--- src/rtl/inst_fetch_unit_pkg.sv ---
// Shared definitions for the instruction fetch unit: next-PC select codes
// and the address alignment helper.
// Optional feature macro: NPC_JR_EN (enables decoding of NPC_OP_JR).
package inst_fetch_unit_pkg;

    localparam int NPC_OP_LENGTH = 2;

    typedef enum logic [NPC_OP_LENGTH-1:0] {
        NPC_OP_NEXT   = 2'b00,
        NPC_OP_OFFSET = 2'b01,
        NPC_OP_JUMP   = 2'b10,
        NPC_OP_JR     = 2'b11
    } npc_op_e;

    localparam logic [31:0] PC_STEP = 32'd4;

    // True when the address sits on a 32-bit word boundary.
    function automatic logic addr_aligned(input logic [31:0] addr);
        return (addr[1:0] == 2'b00);
    endfunction

endpackage

--- src/rtl/inst_fetch_unit_npc_calc.sv ---
// Combinational next-PC generator: sequential, PC-relative branch, region
// jump and (with NPC_JR_EN) register-indirect jump.
// Optional feature macro: NPC_JR_EN.
module npc_calc
    import inst_fetch_unit_pkg::*;
(
    input  logic [31:0]              pc,
    input  logic [31:0]              inst,
    input  logic [NPC_OP_LENGTH-1:0] npc_op,
    input  logic [31:0]              rs_data,
    output logic [31:0]              npc,
    output logic [31:0]              pc_plus4
);

    logic [31:0] br_off_s;
    logic        unused_bits_s;

    assign pc_plus4 = pc + PC_STEP;
    assign br_off_s = {{14{inst[15]}}, inst[15:0], 2'b00};

`ifdef NPC_JR_EN
    assign unused_bits_s = ^inst[31:26];
`else
    // rs_data only feeds the register-indirect jump, absent in this build.
    assign unused_bits_s = ^{inst[31:26], rs_data};
`endif

    // Select the next PC; unknown selects fall back to the sequential path.
    always_comb begin
        npc = pc_plus4;
        case (npc_op)
            NPC_OP_NEXT:   npc = pc_plus4;
            NPC_OP_OFFSET: npc = pc_plus4 + br_off_s;
            NPC_OP_JUMP:   npc = {pc_plus4[31:28], inst[25:0], 2'b00};
`ifdef NPC_JR_EN
            NPC_OP_JR:     npc = rs_data;
`endif
            default:       npc = pc_plus4;
        endcase
    end

endmodule

--- src/rtl/inst_fetch_unit.sv ---
// Instruction fetch unit: holds the PC, fetches one word from imem per
// instruction, presents it for decode and advances the PC when the datapath
// releases it. Misaligned targets and imem timeouts halt the unit until reset.
// Optional feature macro: NPC_JR_EN (register-indirect jump via rs_data).
module inst_fetch_unit
    import inst_fetch_unit_pkg::*;
#(
    parameter logic [31:0] RESET_PC = 32'h0000_3000,
    parameter int          IMEM_TMO = 16
) (
    input  logic                     clk,
    input  logic                     rst_n,
    output logic                     imem_req,
    output logic [31:0]              imem_addr,
    input  logic [31:0]              imem_rdata,
    input  logic                     imem_ready,
    input  logic [NPC_OP_LENGTH-1:0] npc_op,
    input  logic                     ex_stall,
    input  logic [31:0]              rs_data,
    output logic [31:0]              inst,
    output logic                     inst_valid,
    output logic [5:0]               opcode,
    output logic [4:0]               sa,
    output logic [5:0]               func,
    output logic [31:0]              pc,
    output logic [31:0]              pc_plus4,
    output logic                     fetch_err
);

    localparam int TMO_W = $clog2(IMEM_TMO + 1);
    localparam logic [TMO_W-1:0] TMO_LIMIT = TMO_W'(IMEM_TMO);

    typedef enum logic [1:0] {
        S_FETCH = 2'b00,
        S_EXEC  = 2'b01,
        S_HALT  = 2'b10
    } state_e;

    state_e           state_q, state_d;
    logic [31:0]      pc_q, pc_d;
    logic [31:0]      inst_q, inst_d;
    logic             inst_valid_q, inst_valid_d;
    logic             imem_req_q, imem_req_d;
    logic             fetch_err_q, fetch_err_d;
    logic [TMO_W-1:0] tmo_cnt_q, tmo_cnt_d;
    logic [TMO_W-1:0] tmo_inc_s;
    logic [31:0]      npc_s;

    npc_calc u_npc_calc (
        .pc       (pc_q),
        .inst     (inst_q),
        .npc_op   (npc_op),
        .rs_data  (rs_data),
        .npc      (npc_s),
        .pc_plus4 (pc_plus4)
    );

    assign tmo_inc_s = tmo_cnt_q + TMO_W'(1);

    // Fetch/execute sequencing; a request is only live once imem_req is
    // actually driven, so ready seen in the first cycle after reset is ignored.
    always_comb begin
        state_d      = state_q;
        pc_d         = pc_q;
        inst_d       = inst_q;
        inst_valid_d = inst_valid_q;
        imem_req_d   = imem_req_q;
        fetch_err_d  = fetch_err_q;
        tmo_cnt_d    = tmo_cnt_q;
        case (state_q)
            S_FETCH: begin
                if (!imem_req_q) begin
                    imem_req_d = 1'b1;
                end else if (imem_ready) begin
                    inst_d       = imem_rdata;
                    inst_valid_d = 1'b1;
                    imem_req_d   = 1'b0;
                    tmo_cnt_d    = '0;
                    state_d      = S_EXEC;
                end else if (tmo_inc_s == TMO_LIMIT) begin
                    fetch_err_d = 1'b1;
                    imem_req_d  = 1'b0;
                    tmo_cnt_d   = tmo_inc_s;
                    state_d     = S_HALT;
                end else begin
                    tmo_cnt_d = tmo_inc_s;
                end
            end
            S_EXEC: begin
                if (ex_stall) begin
                    state_d = S_EXEC;
                end else if (!addr_aligned(npc_s)) begin
                    fetch_err_d  = 1'b1;
                    inst_valid_d = 1'b0;
                    state_d      = S_HALT;
                end else begin
                    pc_d         = npc_s;
                    inst_valid_d = 1'b0;
                    imem_req_d   = 1'b1;
                    state_d      = S_FETCH;
                end
            end
            S_HALT: begin
                imem_req_d   = 1'b0;
                inst_valid_d = 1'b0;
                state_d      = S_HALT;
            end
            default: begin
                imem_req_d   = 1'b0;
                inst_valid_d = 1'b0;
                fetch_err_d  = 1'b1;
                state_d      = S_HALT;
            end
        endcase
    end

    // State and output registers with synchronous active-low reset.
    always_ff @(posedge clk) begin
        if (!rst_n) begin
            state_q      <= S_FETCH;
            pc_q         <= RESET_PC;
            inst_q       <= 32'd0;
            inst_valid_q <= 1'b0;
            imem_req_q   <= 1'b0;
            fetch_err_q  <= 1'b0;
            tmo_cnt_q    <= '0;
        end else begin
            state_q      <= state_d;
            pc_q         <= pc_d;
            inst_q       <= inst_d;
            inst_valid_q <= inst_valid_d;
            imem_req_q   <= imem_req_d;
            fetch_err_q  <= fetch_err_d;
            tmo_cnt_q    <= tmo_cnt_d;
        end
    end

    assign imem_req   = imem_req_q;
    assign imem_addr  = pc_q;
    assign inst       = inst_q;
    assign inst_valid = inst_valid_q;
    assign opcode     = inst_q[31:26];
    assign sa         = inst_q[10:6];
    assign func       = inst_q[5:0];
    assign pc         = pc_q;
    assign fetch_err  = fetch_err_q;

endmodule
--- config.mk ---
export PLATFORM = sky130hd
export DESIGN_NAME = inst_fetch_unit
export DESIGN_NICKNAME = d
export VERILOG_FILES = /design/src/rtl/inst_fetch_unit_pkg.sv /design/src/rtl/inst_fetch_unit_npc_calc.sv /design/src/rtl/inst_fetch_unit.sv
export SDC_FILE = /design/constraint.sdc
export NUM_CORES = 1
export LEC_CHECK = 0
export CAP_MARGIN = 20
export CELL_PAD_IN_SITES_DETAIL_PLACEMENT = 2
export CELL_PAD_IN_SITES_GLOBAL_PLACEMENT = 2
export CORE_AREA = 5 5 174 176
export CTS_CLUSTER_DIAMETER = 80
export CTS_CLUSTER_SIZE = 25
export DETAILED_ROUTE_END_ITERATION = 6
export DIE_AREA = 0 0 179 181
export GPL_ROUTABILITY_DRIVEN = 0
export PLACE_DENSITY = 0.85
export SLEW_MARGIN = 10
export SYNTH_ARGS = -nofsm -noshare
export SYNTH_HDL_FRONTEND = slang
export SYNTH_SLANG_ARGS = --single-unit
--- constraint.sdc ---
create_clock -name clk -period 3.3 [get_ports clk]
set_input_delay 0.495 -clock clk [delete_from_list [all_inputs] [get_ports clk]]
set_output_delay 0.495 -clock clk [all_outputs]
set_load 0.005 [all_outputs]
== After elaboration in Yosys (flattened, before gate mapping) ==
Index checks and enable logic that the tools add are counted.

* Register bits after elaboration: 74
* Input port bits: 70
* Output and inout bits: 148
* Logic and storage cells: 58

* $add $sub $neg: 3
* Equal/unequal tests: 13
* Muxes and demuxes: 24
* Bitwise gates (word level): 2
* Reductions and logical operators: 9

{| class="wikitable"
|+ Operators by type and width
! kind !! number
|-
| $pmux 32 s2 || 1
|-
| $add 32x3->32 const B || 1
|-
| $add 32x32->32 || 1
|-
| $ne 2x2->1 const B || 7
|-
| $mux 1 || 13
|-
| $mux 2 || 5
|-
| $reduce_and 3->1 || 3
|-
| $reduce_and 2->1 || 3
|-
| $reduce_and 6->1 || 1
|-
| $add 5x1->5 const B || 1
|-
| $eq 5x5->1 const B || 1
|-
| $mux 5 || 1
|-
| $eq 2x1->1 const B || 2
|-
| $eq 2x2->1 const B || 2
|-
| $logic_not 2->1 || 2
|-
| $pmux 1 s2 || 2
|-
| $pmux 2 s2 || 1
|-
| $ne 3x3->1 const B || 1
|-
| $pmux 1 s3 || 1
|-
| $not 1->1 || 2
|}

== Depth between registers and ports, before layout ==
Gate-level depths: netlist of run 1.

* Depth after elaboration: 7
* Gate-level depth with buffers: 15
* Depth with buffers taken out: 15

== Hierarchy ==
Synthesis of run 1 repeated with hierarchy kept, for this count alone.

* Cell total of the unflattened synthesis: 801
* Area total of the unflattened synthesis: 6074.6 um^2

{| class="wikitable"
|+ By module, submodules not included
! module !! times used !! cells an instance !! area each (um^2) !! sequential area each (um^2)
|-
| inst_fetch_unit || 1 || 391 || 3230.6 || 1481.4
|-
| npc_calc || 1 || 410 || 2844.0 || 0.0
|}

== Worst setup path after synthesis of run 1 ==
No wires, ideal clock.

* Kind: reg2reg
* From: register pc_q[9] (netlist: imem_addr[9])
* To: register pc_q[26] (netlist: imem_addr[26])
* Library setup time: 123 ps
* Data arrival time: 3411 ps
* Data required time: 3177 ps
* Setup slack: -234 ps
* Cell stages (with the launch flop): 15
* Path buffers: 2
* Clock period less this slack: 3534 ps
* Path through: dfxtp_1 > clkbuf_2 > nand2_1 > or4_1 > clkbuf_1 > nor2_1 > xor2_1 > ha_1 > a2111oi_4 > a221oi_1 > nor2_1 > a211oi_2 > a311oi_1 > xor2_1 > o22ai_1

* Cells in the longest elaborated chain, start to end: 3

{| class="wikitable"
|+ Ends and longest elaborated chain
! item !! line !! source
|-
| start, declared || inst_fetch_unit.sv:40 || <nowiki>logic [31:0] pc_q, pc_d;</nowiki>
|-
| start signal, assigned || inst_fetch_unit.sv:129 || <nowiki>pc_q <= pc_d;</nowiki>
|-
| $add 32x3->32 || inst_fetch_unit_npc_calc.sv:18 || <nowiki>assign pc_plus4 = pc + PC_STEP;</nowiki>
|-
| named net pc_plus4[13] || inst_fetch_unit.sv:26 || <nowiki>output logic [31:0] pc_plus4,</nowiki>
|-
| $add 32x32->32 || inst_fetch_unit_npc_calc.sv:33 || <nowiki>NPC_OP_OFFSET: npc = pc_plus4 + br_off_s;</nowiki>
|-
| $pmux 32 s2 || inst_fetch_unit_npc_calc.sv:31 || <nowiki>case (npc_op)</nowiki>
|}

The timed path passes the listed nets, and every way through them passes these cells.
A chain may end at the register's enable or synchronous reset.

== Worst setup path in the final report of run 1 ==
* From: register pc_q[3] (netlist: imem_addr[3])
* To: register pc_q[26] (netlist: imem_addr[26])

* Cells in the longest elaborated chain, start to end: 3

{| class="wikitable"
|+ Ends and longest elaborated chain
! item !! line
|-
| $add 32x3->32 * || inst_fetch_unit_npc_calc.sv:18
|-
| $add 32x32->32 || inst_fetch_unit_npc_calc.sv:33
|-
| $pmux 32 s2 * || inst_fetch_unit_npc_calc.sv:31
|}

Mark *: on every way between the ends. The rest lies on a longest branch, timed or not.

==> qor.txt, run 1 <==
outcome -> finished, violations left
violated checks -> negative setup slack
routed vias/inst -> 5.68
post-synthesis cell area -> 0.00620 mm^2
Synth cell types -> 79
Num CTS Buffers -> 9
Tot Pwr -> 3.21 mW
final worst slack -> -0.655 ns
Max Cap Viol -> 0
syn avg cell area -> 7.38 um^2
nets@finish -> 1308
Antenna Nets Post-Route -> 0
CTS tree -> yes
Die X -> 179 um
PortBufs -> 185
number of DRC markers in iteration 0 -> 693
ranking of synthesized cells by area -> dfxtp_1, a21oi_1, nand2_1
Post-synth EDFFs -> 0
multi-input logic area -> 0.00541 mm^2
Worst EP arrival -> 4.16 ns
Die ar. -> 0.0324 mm^2
Syn Inst Count -> 840
area grow syn2layout -> 89.0%
CP bufs+invs -> 2
CP max stage cell -> a221oi_4
RSZ-0062 raised after global routing -> yes
crit-path max cell delay -> 0.42 ns
Seq/Total Area, Yosys -> 23.9%
Yosys top cell by area -> dfxtp_1
Vias -> 9020
Crit Path Category -> flip-flop to flip-flop
number of global-route vias before repair -> 9837
pwr/cell area -> 274 mW/mm^2
pin count of the biggest net entering global routing -> 33
combinational family with the most area after synthesis -> compound AO/OA/AOI/OAI gates
min cycle time layout -> 3.96 ns
DP HPWL -> 26200 um
initial cell density of the core -> 21.8%
CP Data Required Time -> 3.50 ns
share of layout cells above drive strength 1 -> 39.1%
num ports -> 218
GRT Overall Usage -> 25.5%
clk buf depth -> 2
CTS sink count -> 74
cts hold-fix bufs -> 0
Post-Syn Nets -> 948
Max Slew Vio Count -> 0
n_diodes -> 0
Reg clk slew, reported paths -> 0.07 ns
asr flop ratio synth -> 0%
post-synthesis mux area share -> 1.19%
DR WL/cell -> 30.7 um
Pleak -> 4.68 nW
Core Util, Final -> 41.2%
H-tree levels -> 3
fin crit share -> 120%
Worst-Margin Slew -> 1.06 ns
Yosys reg bits -> 74
crit path launch type -> flip-flop
post-synth top area share -> 23.9%
number of detailed-route iterations in the first pass -> 5
final setup fails -> 24
worst hold path class -> flip-flop to flip-flop
synth warn -> 0
clock root buffer -> clkbuf_16
Rel. slew slack -> 29.5%
Worst setup EP type -> flip-flop
Final Hold Viols -> 0
Die Height -> 181 um
adder-cell share of the synthesized area -> 7.79%
total core area -> 0.0285 mm^2
worst path cell trace -> buf_12 > ha_4 > and4_4 > nand3_4 > nor3_4 > xor2_2 > ha_4 > a2111oi_4 > buf_4 > a221oi_4 > nor2_4 > a211oi_4 > a311oi_2 > xor2_1 > o22ai_2
first-pass GRT wire length -> 63000 um
Reg area -> 0.00152 mm^2
filler instances -> 3073
Post-Synth Simple-Gate Area -> 25.2%
worst-path maximum fanout -> 4
Max Clk Rate -> 253 MHz
area fraction in compound gates after synthesis -> 26.5%
row count -> 62
Post-Synth XOR/XNOR Area -> 5.37%
top_reg_cell synth -> dfxtp_1
# DRC -> 0
maximum vdd drop -> 0.180 mV
Layout Skew -> 0.00773 ns
Total Routed Length -> 48800 um
antenna violations before repair -> 0
Congestion Overflow GR -> 0
clk_lat worst skew -> 0.36 ns
most frequent CP cell -> ha_4
Crit path max-delay family -> compound AO/OA/AOI/OAI gates
==> worst reg2reg max path: stages (launching register included) <==
cell and delay, ns:
dfxtp_4 0.38, buf_12 0.11, ha_4 0.14, and4_4 0.24
nand3_4 0.16, nor3_4 0.34, xor2_2 0.31, ha_4 0.22
a2111oi_4 0.06, buf_4 0.17, a221oi_4 0.43, nor2_4 0.12
a211oi_4 0.40, a311oi_2 0.19, xor2_1 0.34, o22ai_2 0.19
==> cells by family after synthesis <==
logic type	after synthesis
flops	74
fa+ha+maj	38
compound gates	255
xor+xnor	38
simple gates	315
buf+inv	113
mux	7
==> area by class of cell <==
| cell class | count | share of cell area [%] |
|---|---|---|
| Multi-Input combinational cell | 653 | 46.2 |
| Timing Repair Buffer | 444 | 33.4 |
| Sequential cell | 74 | 13.0 |
| Tap cell | 384 | 4.10 |
| Clock buffer | 9 | 1.92 |
| Clock inverter | 7 | 0.865 |
| Inverter | 18 | 0.576 |
==> state kept, by name (all words and copies together) (netlist names) <==
register / cells
tmo_cnt_q: 5
inst_valid: 1
imem_addr: 32
fetch_err: 1
state_q: 2
imem_req: 1
inst: 32
==> report_power, final <==
part	switching, mW	total, mW	internal, mW
combinational	0.566	1.04	0.469
clock	0.490	1.16	0.671
sequential	0.0797	1.02	0.937
==> through the flow <==
| step | hold slack (ns) | TNS (ns) | instances | cell area [um^2] | setup WS [ns] |
|---|---|---|---|---|---|
| after floorplan | 0.458 | -0.151 | 840 | 6280 | -0.0511 |
| after global routing | 0.516 | -9.73 | 1589 | 11700 | -0.700 |
| after detailed placement | 0.470 | -7.71 | 1509 | 9510 | -0.669 |
| after CTS | 0.483 | -2.36 | 1563 | 11000 | -0.265 |
| final | 0.475 | -8.28 | 1589 | 11700 | -0.655 |
| after global placement | 0.457 | -2.65 | 1509 | 9510 | -0.334 |
==> cells in the final DEF, fill, tap and decap left out, drive strengths merged, types with 6 or more instances in the layout <==
cell type      count
a221oi             8
o221ai             7
inv               18
o22ai              9
nand3             26
nand2b            10
nand3b             8
o31ai              6
nand2            131
xnor2             24
xor2              14
nor3              27
clkdlybuf4s50    176
and3              12
clkbuf             9
a21oi            107
o21ai             42
buf              261
nand4             14
a31oi             13
or3               10
ha                37
nor4               6
a21o              14
o211ai             7
nor2              48
dfxtp             74
==> synth_stat cells (all sizes together) (2+ instances only) <==
cell type / number
a21oi: 107
nor3b: 2
nand2: 131
a2111oi: 3
o22ai: 9
o221ai: 7
a221oi: 8
a32oi: 3
o21a: 5
o31ai: 6
and4: 4
nand2b: 10
nor2: 48
buf: 58
xnor2: 24
nor4: 6
inv: 16
a211oi: 5
a31oi: 13
o2111ai: 2
nand4: 14
nor2b: 4
nand3b: 8
o211a: 2
nor3: 27
and2: 5
o21ai: 42
or4: 3
clkinv: 2
dfxtp: 74
clkbuf: 37
or3: 10
mux2i: 4
a311oi: 2
xor2: 14
nand3: 26
mux2: 3
o221a: 2
and3: 12
ha: 37
a21boi: 2
o211ai: 7
a22oi: 5
or2: 3
a21o: 14
==> final timing paths <==
path,startpoint,endpoint,slack [ns],depth (start not counted)
max,imem_addr[3],imem_addr[26],-0.66,15
min,fetch_err,fetch_err,0.48,2
max reg2reg,imem_addr[3],imem_addr[26],-0.66,15
min reg2reg,fetch_err,fetch_err,0.48,2
==> what timing repair did <==
| item | CTS | global route |
|---|---|---|
| resized for setup | 159 | 104 |
| buffers inserted | 39 | 30 |
| pin swaps | 74 | 71 |
| setup endpoints to repair | 28 | 38 |
==> routing by layer <==
| layer | wire length [um] | vias up | GRT usage, % |
|---|---|---|---|
| met2 | 23800 | 573 | 44.7 |
| met1 | 17700 | 4493 | 28.1 |
| met5 | 0 | - | 0 |
| met3 | 3440 | 241 | 5.77 |
| li1 | - | 3713 | - |
| met4 | 3860 | 0 | 14.4 |
Note: power is estimated with default switching activity, not from simulation.
==> inputs of run 2 (changes only) <==
Settings changed: CTS_CLUSTER_DIAMETER 80 to 150, SKIP_CTS_REPAIR_TIMING set to 1, SKIP_LAST_GASP set to 1.
==> run 2 against run 1 <==
Global-route usage decreased by 5.3 points; clock power is essentially flat; total power is 3.5% lower; hold slack better by 0.00063 ns; sequential power hardly changed; final cell count shrank 2.6%; final area down 8.4%; utilization shrank 3.5 points; routed wire length decreased by 16%; critical endpoint is now imem_addr[24]; flip-flop and latch count unchanged; via count shrank 7.1%; largest power group unchanged; the run still ends with negative setup slack left; count of clock-buffer cells in the layout unchanged.
==> qor.txt, run 2 (synthesis gave the netlist of run 1 again) <==
outcome -> finished, violations left
violated checks -> negative setup slack
Worst setup EP type -> flip-flop
RSZ-0062 raised after global routing -> yes
worst-path maximum fanout -> 5 (+1)
routed vias/inst -> 5.41 (-4.6%)
non-filler cells in the finished layout -> 1547 (-2.6%)
Hold Crit Start -> fetch_err
DP Cell Count -> 1509 (unchanged)
Reg clk slew, reported paths -> 0.07 ns (about the same)
row count -> 62 (unchanged)
Final Hold Viols -> 0 (unchanged)
Vias -> 8376 (-7.1%)
Max Slew Vio Count -> 0 (unchanged)
num ports -> 218 (unchanged)
n_diodes -> 0 (unchanged)
share of layout cells above drive strength 1 -> 31.4% (-7.7 points)
antenna violations before repair -> 1 (+1)
DP Worst Slack -> -0.669 ns (unchanged)
nets@finish -> 1266 (-3.2%)
initial cell density of the core -> 21.8% (unchanged)
CTS sink count -> 74 (unchanged)
CTS tree -> yes
Tot Pwr -> 3.10 mW (-3.5%)
DP HPWL -> 26200 um (unchanged)
Max Clk Rate -> 255 MHz (+0.86%)
CP Data Required Time -> 3.53 ns (+0.03 ns)
maximum vdd drop -> 0.255 mV (+42%)
Worst EP arrival -> 4.15 ns (about the same)
Layout Skew -> 0.0141 ns (+0.00636 ns)
setup slack, reg-to-reg -> -0.62 ns (+0.03 ns)
final setup fails -> 21 (-13%)
Reg area -> 0.00149 mm^2 (-1.7%)
Die X -> 179 um (unchanged)
clock root buffer -> clkbuf_16
pwr/cell area -> 289 mW/mm^2 (+5.3%)
fin crit share -> 119% (-1.0 points)
# DRC -> 0 (unchanged)
Crit Path Category -> flip-flop to flip-flop
Rel. slew slack -> 53.5% (+24 points)
Core Util, Final -> 37.7% (-3.5 points)
reg2reg end -> imem_addr[24]
number of DRC markers in iteration 0 -> 613 (-12%)
Pleak -> 4.37 nW (-6.7%)
final worst slack -> -0.621 ns (+0.0339 ns)
Die ar. -> 0.0324 mm^2 (unchanged)
total core area -> 0.0285 mm^2 (unchanged)
Die Height -> 181 um (unchanged)
area grow syn2layout -> 73.1%
Max Cap Viol -> 0 (unchanged)
PortBufs -> 185 (unchanged)
first-pass GRT wire length -> 51100 um (-19%)
commonest non-fill, non-tap cell in the layout -> buf_4
number of global-route vias before repair -> 8709 (-11%)
crit path launch type -> flip-flop
Congestion Overflow GR -> 0 (unchanged)
GRT Overall Usage -> 20.2% (-5.3 points)
Total Routed Length -> 41100 um (-16%)
number of detailed-route iterations in the first pass -> 7 (+2)
Num CTS Buffers -> 9 (unchanged)
filler instances -> 3173 (+3.3%)
worst hold path class -> flip-flop to flip-flop
Worst-Margin Slew -> 0.698 ns (-0.359 ns)
Worst Hold End -> fetch_err
most frequent cells in the layout -> buf_4, clkdlybuf4s50_1, nand2_1
multi-input logic area -> 0.00485 mm^2 (-10%)
Register-to-Register Path Depth -> 17 (+2)
pin count of the biggest net entering global routing -> 33 (unchanged)
clk buf depth -> 2 (unchanged)
min cycle time layout -> 3.92 ns (-0.0339 ns)
clk_lat worst skew -> 0.36 ns (about the same)
Worst Setup SP -> imem_addr[2]
Crit Reg-Reg Startpoint -> imem_addr[2]
Hold Crit Depth -> 2 (unchanged)
DR WL/cell -> 26.5 um (-14%)
Antenna Nets Post-Route -> 0 (unchanged)
H-tree levels -> 3 (unchanged)
-- run 2: worst max path at each step --
| stage | end | slack (ns) | depth (start not counted) |
|---|---|---|---|
| floorplan | imem_addr[26] | -0.05 | 14 |
| global placement | imem_addr[30] | -0.33 | 15 |
| detailed placement | imem_addr[28] | -0.67 | 16 |
| CTS | imem_addr[30] | -0.82 | 15 |
| global route | imem_addr[24] | -0.66 | 17 |
| finish | imem_addr[24] | -0.62 | 17 |
-- run 2: stage by stage --
step / hold WS, ns / setup TNS [ns] / instance area, um^2
final: 0.476 / -6.87 / 10700
after global routing: 0.516 / -8.75 / 10700
after detailed placement: 0.470 / -7.71 / 9510
after CTS: 0.483 / -10.51 / 9840
after global placement: 0.457 / -2.65 / 9510
after floorplan: 0.458 / -0.151 / 6280
-- run 2: metal layers --
metal  share of wire (%)  vias to the layer above  GRT usage (%)
met2                  50                      398           35.3
li1                    -                     3643              -
met1                  39                     4228           24.4
met4                 4.6                        0           6.36
met5                   0                        -              0
met3                 6.3                      107           4.58
-- run 2: cell type report --
cell class,instances,share of cell area [%]
Clock buffer,9,2.10
Clock inverter,7,0.944
Inverter,18,0.629
Multi-Input combinational cell,653,45.2
Sequential cell,74,13.9
Tap cell,384,4.48
Timing Repair Buffer,402,32.7
-- run 2: where the power goes --
group / leakage [nW] / total, mW / switching, mW / internal [mW]
combinational: 3.61 / 0.930 / 0.500 / 0.429
clock: 0.153 / 1.16 / 0.490 / 0.671
sequential: 0.604 / 1.01 / 0.0689 / 0.940
-- run 2: critical path, cell delays in order, from the launching register on --
cell and delay (ns):
dfxtp_4 0.38, ha_2 0.21, buf_4 0.13, nand3_1 0.13
nor3_2 0.19, buf_4 0.17, nand2_1 0.09, xnor2_2 0.39
ha_4 0.23, buf_4 0.14, nand3_1 0.18, a21oi_1 0.26
a21oi_1 0.08, buf_4 0.20, a211oi_4 0.36, a31oi_1 0.15
xor2_1 0.37, o21ai_1 0.12
